### config.mk
export PLATFORM = sky130hd
export DESIGN_NAME = inst_loader
export DESIGN_NICKNAME = d
export VERILOG_FILES = /design/src/rtl/inst_loader.sv
export SDC_FILE = /design/constraint.sdc
export NUM_CORES = 1
export LEC_CHECK = 0
export BUFFER_PORTS_ARGS = -buffer_cell sky130_fd_sc_hd__clkbuf_2
export CORE_AREA = 2 2 79 81
export CTS_CLUSTER_DIAMETER = 100
export CTS_CLUSTER_SIZE = 28
export DETAILED_ROUTE_END_ITERATION = 6
export DIE_AREA = 0 0 81 83
export PLACE_DENSITY = 0.84
export SYNTH_ARGS = -nofsm -noshare
export SYNTH_HDL_FRONTEND = slang
export SYNTH_SLANG_ARGS = --single-unit
export TNS_END_PERCENT = 20
### constraint.sdc
create_clock -name clk_i -period 5.4 [get_ports clk_i]
set_clock_uncertainty 0.15 [all_clocks]
set_input_delay 0.54 -clock clk_i [delete_from_list [all_inputs] [get_ports clk_i]]
set_output_delay 0.54 -clock clk_i [all_outputs]
set_load 0.1 [all_outputs]
### src/rtl/inst_loader.sv
// Streams a program into instruction memory via the inst_control write port.
// Define INST_LOADER_CHECKSUM_EN to enable the XOR checksum of loaded words.
module inst_loader #(
  parameter int unsigned RegAddrWidth     = 32,
  parameter int unsigned InstMemDepth     = 128,
  parameter int unsigned InstMemAddrWidth = 8
) (
  input  logic                        clk_i,
  input  logic                        rst_ni,
  input  logic                        clr_i,
  input  logic                        load_start_i,
  input  logic [InstMemAddrWidth-1:0] load_base_addr_i,
  input  logic [InstMemAddrWidth-1:0] load_len_i,
  input  logic [RegAddrWidth-1:0]     prog_data_i,
  input  logic                        prog_valid_i,
  output logic                        prog_ready_o,
  output logic                        inst_wr_mode_o,
  output logic [InstMemAddrWidth-1:0] inst_wr_addr_o,
  output logic                        inst_wr_addr_en_o,
  output logic [RegAddrWidth-1:0]     inst_wr_data_o,
  output logic                        inst_wr_data_en_o,
  output logic                        inst_pc_reset_o,
  output logic                        load_busy_o,
  output logic                        load_done_o,
  output logic                        load_err_o,
  output logic [RegAddrWidth-1:0]     checksum_o
);

  typedef enum logic [2:0] {
    S_IDLE,
    S_SET_ADDR,
    S_STREAM,
    S_DRAIN,
    S_DONE
  } state_e;

  localparam int unsigned SW = InstMemAddrWidth + 1;
  localparam logic [SW-1:0] DepthW = SW'(InstMemDepth);

  state_e r_state, w_next;

  logic [InstMemAddrWidth-1:0] r_rem;
  logic [SW-1:0]               w_sum;
  logic w_len_err, w_start, w_ok, w_err;
  logic w_hs, w_last;
  logic w_mode, w_addr_en, w_done, w_busy;

  // Sum is one bit wider so base+len cannot wrap past the depth check.
  assign w_sum     = {1'b0, load_base_addr_i} + {1'b0, load_len_i};
  assign w_len_err = (load_len_i == '0) || (w_sum > DepthW);
  assign w_start   = (r_state == S_IDLE) && load_start_i && !clr_i;
  assign w_ok      = w_start && !w_len_err;
  assign w_err     = w_start && w_len_err;
  assign w_hs      = prog_valid_i && (r_state == S_STREAM) && !clr_i;
  assign w_last    = w_hs && (r_rem == InstMemAddrWidth'(1));

  assign prog_ready_o = (r_state == S_STREAM);

  always_ff @(posedge clk_i or negedge rst_ni) begin
    if (!rst_ni) r_state <= S_IDLE;
    else         r_state <= w_next;
  end

  always_comb begin
    w_next = r_state;
    if (clr_i) begin
      w_next = S_IDLE;
    end else begin
      unique case (r_state)
        S_IDLE:     if (w_ok) w_next = S_SET_ADDR;
        S_SET_ADDR: w_next = S_STREAM;
        S_STREAM:   if (w_last) w_next = S_DRAIN;
        S_DRAIN:    w_next = S_DONE;
        S_DONE:     w_next = S_IDLE;
        default:    w_next = S_IDLE;
      endcase
    end
  end

  // Outputs are decoded from the next state, then registered.
  always_comb begin
    w_mode    = (w_next == S_SET_ADDR) ||
                (w_next == S_STREAM)   ||
                (w_next == S_DRAIN);
    w_addr_en = (w_next == S_SET_ADDR);
    w_done    = (w_next == S_DONE);
    w_busy    = (w_next != S_IDLE);
  end

  always_ff @(posedge clk_i or negedge rst_ni) begin
    if (!rst_ni) begin
      inst_wr_mode_o    <= 1'b0;
      inst_wr_addr_o    <= '0;
      inst_wr_addr_en_o <= 1'b0;
      inst_wr_data_o    <= '0;
      inst_wr_data_en_o <= 1'b0;
      inst_pc_reset_o   <= 1'b0;
      load_busy_o       <= 1'b0;
      load_done_o       <= 1'b0;
      load_err_o        <= 1'b0;
      r_rem             <= '0;
    end else begin
      inst_wr_mode_o    <= w_mode;
      inst_wr_addr_en_o <= w_addr_en;
      inst_wr_data_en_o <= w_hs;
      inst_pc_reset_o   <= w_done;
      load_busy_o       <= w_busy;
      load_done_o       <= w_done;
      load_err_o        <= w_err;
      if (w_ok) inst_wr_addr_o <= load_base_addr_i;
      if (w_hs) inst_wr_data_o <= prog_data_i;
      if (clr_i)     r_rem <= '0;
      else if (w_ok) r_rem <= load_len_i;
      else if (w_hs) r_rem <= r_rem - InstMemAddrWidth'(1);
    end
  end

`ifdef INST_LOADER_CHECKSUM_EN
  logic [RegAddrWidth-1:0] r_csum;

  always_ff @(posedge clk_i or negedge rst_ni) begin
    if (!rst_ni)    r_csum <= '0;
    else if (clr_i) r_csum <= '0;
    else if (w_ok)  r_csum <= '0;
    else if (w_hs)  r_csum <= r_csum ^ prog_data_i;
  end

  assign checksum_o = r_csum;
`else
  assign checksum_o = '0;
`endif

endmodule

# Yosys cells after proc, flatten, opt, wreduce, memory -nomap -nowiden
# Cells that the tools add are included.
[op_classes]
n_bitwise = 0
multipliers = 0
div = 0
shifts = 0
eq_ne = 8
n_lt_le_gt_ge = 1
mux = 7
n_reduce_logical = 16
n_addsub = 2
[op_table]
columns = ["cell", "n"]
rows = [
  ["8-bit two-way mux", 3],
  ["3-bit by 2-bit equality test with 1-bit output (second input constant)", 4],
  ["3-bit case mux with 4 select lines", 1],
  ["8-bit by 8-bit adder with 9-bit output", 1],
  ["9-bit by 8-bit greater-than comparator with 1-bit output (second input constant)", 1],
  ["3-bit two-way mux", 3],
  ["8-bit by 1-bit equality test with 1-bit output (second input constant)", 1],
  ["8-bit zero test", 1],
  ["8-bit by 1-bit subtractor with 8-bit output (second input constant)", 1],
  ["1-bit logical AND", 7],
  ["3-bit by 1-bit equality test with 1-bit output (second input constant)", 2],
  ["3-bit nonzero test", 2],
  ["3-bit equality test (second input constant)", 1],
  ["3-bit zero test", 1],
  ["1-bit logical OR", 3],
  ["1-bit zero test", 2],
]
[totals]
mem_count = 0
mem_bits_rw = 0
input_bits = 53
rom_bits = 0
register_bits = 57
latchBits = 0
output_inout_bits = 80

# Longest topological paths before layout
[depth]
depth_word = 11
depth_mapped = 9
mapped_depth_nobuf = 8

# Least setup slack after synthesis
# No wires, ideal clock.
[synth_path]
path_kind = "register to register"
startpoint = "register r_state[0]"
endpoint = "register inst_wr_data_o[0]"
path_stages_with_launch = 8
arrival_ns = 4.034
t_required_ns = 5.125
path_buffers = 3
slack_ns = 1.090
cell_sequence = "dfrtp_1 > nor3b_1 > and2_1 > clkbuf_1 > and2_1 > buf_2 > buf_2 > mux2_2"
[synth_via]
elab_chain_cells = 3
[synth_lines]
columns = ["element", "line", "rtl"]
rows = [
  ["start, declared", "40", "state_e r_state, w_next;"],
  ["start signal, assigned", "61", "else r_state <= w_next;"],
  ["3-bit by 2-bit equality test with 1-bit output", "n/a", ""],
  ["via prog_ready_o", "16", "output logic prog_ready_o,"],
  ["1-bit logical AND (2 in series)", "54", "assign w_hs = prog_valid_i && (r_state == S_STREAM) && !clr_i;"],
  ["end signal, assigned", "111", "if (w_hs) inst_wr_data_o <= prog_data_i;"],
  ["end, declared", "20", "output logic [RegAddrWidth-1:0] inst_wr_data_o,"],
]
# The timed path passes the listed nets, and every way through them passes these cells.
# A chain may end at the register's enable or synchronous reset.

# Final worst setup path
[layout_path]
startpoint = "input port load_len_i[0]"
endpoint = "register inst_wr_addr_o[0]"
[layout_via]
elab_chain_cells = 5
word_cells_on_any_way = 6
cone_classes = "add/sub (1); order compare (1); reduce/logical (4)"
[layout_lines]
columns = ["element", "line", "rtl"]
rows = [
  ["start, declared", "13", "input logic [InstMemAddrWidth-1:0] load_len_i,"],
  ["8-bit by 8-bit adder with 9-bit output", "49", "assign w_sum = {1'b0, load_base_addr_i} + {1'b0, load_len_i};"],
  ["9-bit by 8-bit greater-than comparator with 1-bit output", "50", "assign w_len_err = (load_len_i == '0) || (w_sum > DepthW);"],
  ["1-bit logical OR (*)", "50", ""],
  ["1-bit zero test (*)", "52", "assign w_ok = w_start && !w_len_err;"],
  ["1-bit logical AND (*)", "52", ""],
  ["end signal, assigned", "110", "if (w_ok) inst_wr_addr_o <= load_base_addr_i;"],
  ["end, declared", "18", "output logic [InstMemAddrWidth-1:0] inst_wr_addr_o,"],
]
# Mark *: on every way between the ends. The rest lies on a longest branch, timed or not.

==> run metrics <==
status completed; CTS sink count 57; first drt pass iteration count 4; setup TNS 0 ns; clock buffer depth 2; largest area contributor in the synthesized netlist dfrtp_1; fin crit period just under 3 ns; share of layout cells above drive strength 1 0.457; top-area cell type share of the netlist area 0.489; period utilization 0.538; root buf cell clkbuf_8; first-pass GRT wire length 9140 um; synth warn 0; # Post-CTS Setup Buffers 0; Synth top cells by count 57 x dfrtp_1, 41 x mux2_2, 33 x buf_4, 11 x a21oi_1; port bufs 100; remaining routing DRC violations 0; RR Endpoint inst_wr_data_o[21]$_DFFE_PN0P_; post-synthesis instance total between 200 and 250; CTS tree yes; ys async rst share 1.00; worst setup path start load_len_i[0]; Crit. End Element flip-flop; H-tree depth 3; Die W between 80 and 90 um; EDFF count, synth 0; max_cap viols 0; final hold vios 0; full die area 0.00672 mm2; Hold Buf Count CTS 0; Reg2Reg Depth 5; IO Count between 100 and 150; wire per inst around 13 um; final setup fails 0; largest net degree at the start of global routing 58; clock slew at reported path FFs ~0.06 ns; FF+latch count, synth 57; syn_area_per_cell approximately 12 um2; Slew Limit Fails 0; fmax roughly 340 MHz; Slew @ Worst Pin 0.726 ns; Die Ht 83 um; core area ~0.0058 mm2; Critical Path Fanout Max 12; CP arrival 2.97 ns; worst reg2reg setup slack 2.75 ns; worst min path class in2async; Routed WL between 5000 and 6000 um; Cell Rows 28; antenna cells 0; DP HPWL 4290 um; kind of critical path in2reg; vias in the first global route between 2000 and 2500; RSZ-0062 raised after global routing false; initial antenna violation count 0; Area Growth Syn to Fin 20.3%; GPL Wtd Cong approximately 0.9; post-CTS sizing 0; CTS buffer count 9; Multi-input gate area roughly 0.0013 mm2; vias 2090; Initial Util 0.502; via density per instance 4.89; CP startpoint kind input port; register area about 0.0014 mm2; GRT overflow 0; Initial DRC Count 68; Seq/Total Area, Yosys 0.489; Synth Flop Type dfrtp_1; Slew headroom 0.516; number of fill cells in the layout 500; Total Routing Usage GR 0.173; FF-to-FF Start r_state[0]$_DFF_PN0_; Synth cell types 39; worst skew pair latency between 0.3 and 0.4 ns; Antenna Violating Nets Remaining 0; post-synthesis cell area between 0.002 and 0.003 mm2; Crit path required time about 5.5 ns; Synth area leaders dfrtp_1 49%, mux2_2 16%, buf_4 8.5%; top-count cell post-synth dfrtp_1; Final Net Count roughly 410
-- worst max-delay path: stages --
cell      delay [ns]
clkbuf_2        0.11
ha_1            0.21
fa_1            0.42
nand3_1         0.13
nand2_1         0.07
mux2_2          0.28
o311a_4         0.38
nor3_4          0.44
mux2_2          0.39
-- state kept, by name, summed over array words and instances (netlist names) --
name and count:
load_err_o 1, inst_wr_mode_o 1, inst_wr_data_o 32, r_state 3
load_done_o 1, inst_wr_data_en_o 1, load_busy_o 1, inst_wr_addr_en_o 1
inst_wr_addr_o 8, r_rem 8
-- metal layers --
layer  up-vias  wire (um)  track usage
met5         -          0            0
li1       1020          -            -
met3        10        392       0.0565
met2        94       2650        0.282
met4         0         47       0.0385
met1       966       2380        0.222
-- worst max path at each step --
stage / endpoint / slack [ns] / cells after the start
after floorplan: inst_wr_data_o[0]$_DFFE_PN0P_ / 1.09 / 7
after global routing: inst_wr_addr_o[0]$_DFFE_PN0P_ / 2.40 / 9
after global placement: inst_wr_addr_o[7]$_DFFE_PN0P_ / 2.25 / 9
after CTS: inst_wr_addr_o[0]$_DFFE_PN0P_ / 2.52 / 9
final: inst_wr_addr_o[0]$_DFFE_PN0P_ / 2.49 / 9
after detailed placement: inst_wr_addr_o[3]$_DFFE_PN0P_ / 2.15 / 9
-- final cells by class --
class	count	share of cell area
Timing Repair Buffer	102	0.147
Multi-Input combinational cell	172	0.368
Inverter	6	0.00641
Sequential cell	57	0.406
Clock buffer	11	0.0403
Tap cell	75	0.0267
Clock inverter	4	0.00570
-- stage by stage --
step / cells / utilization / cell area, um2 / worst slack [ns] / hold WS (ns)
2_1_floorplan: 277 / - / 3040 / 1.09 / 0.0944
3_3_place_gp: 412 / 0.576 / 3350 / 2.25 / 0.291
6_report: 427 / 0.604 / 3510 / 2.49 / 0.207
5_1_grt: 427 / 0.604 / 3510 / 2.40 / 0.260
3_5_place_dp: 412 / 0.576 / 3350 / 2.15 / 0.311
4_1_cts: 427 / 0.604 / 3510 / 2.52 / 0.228
-- layout by cell type (no fill, tap or decap), drive strengths merged, types with 7 or more instances in the layout --
master	n
a21oi	12
clkbuf	111
conb	32
dfrtp	57
ha	10
mux2	41
nor2	10
nor4	7
xnor2	8
-- cell families after synthesis --
logic type | count (synthesis) | share of synthesized area
DFF | 57 | 0.489
buffers and inverters | 48 | 0.108
and+or+nand+nor | 44 | 0.0814
muxes | 41 | 0.158
AOI/OAI and AO/OA | 35 | 0.0853
adders and majority gates | 11 | 0.0497
xor gates and xnor gates | 9 | 0.0270
other | 1 | 0.00128
Power is left out: the tool's default activity adds up to more than one toggle a clock period on the data nets, which glitch-free logic cannot reach.
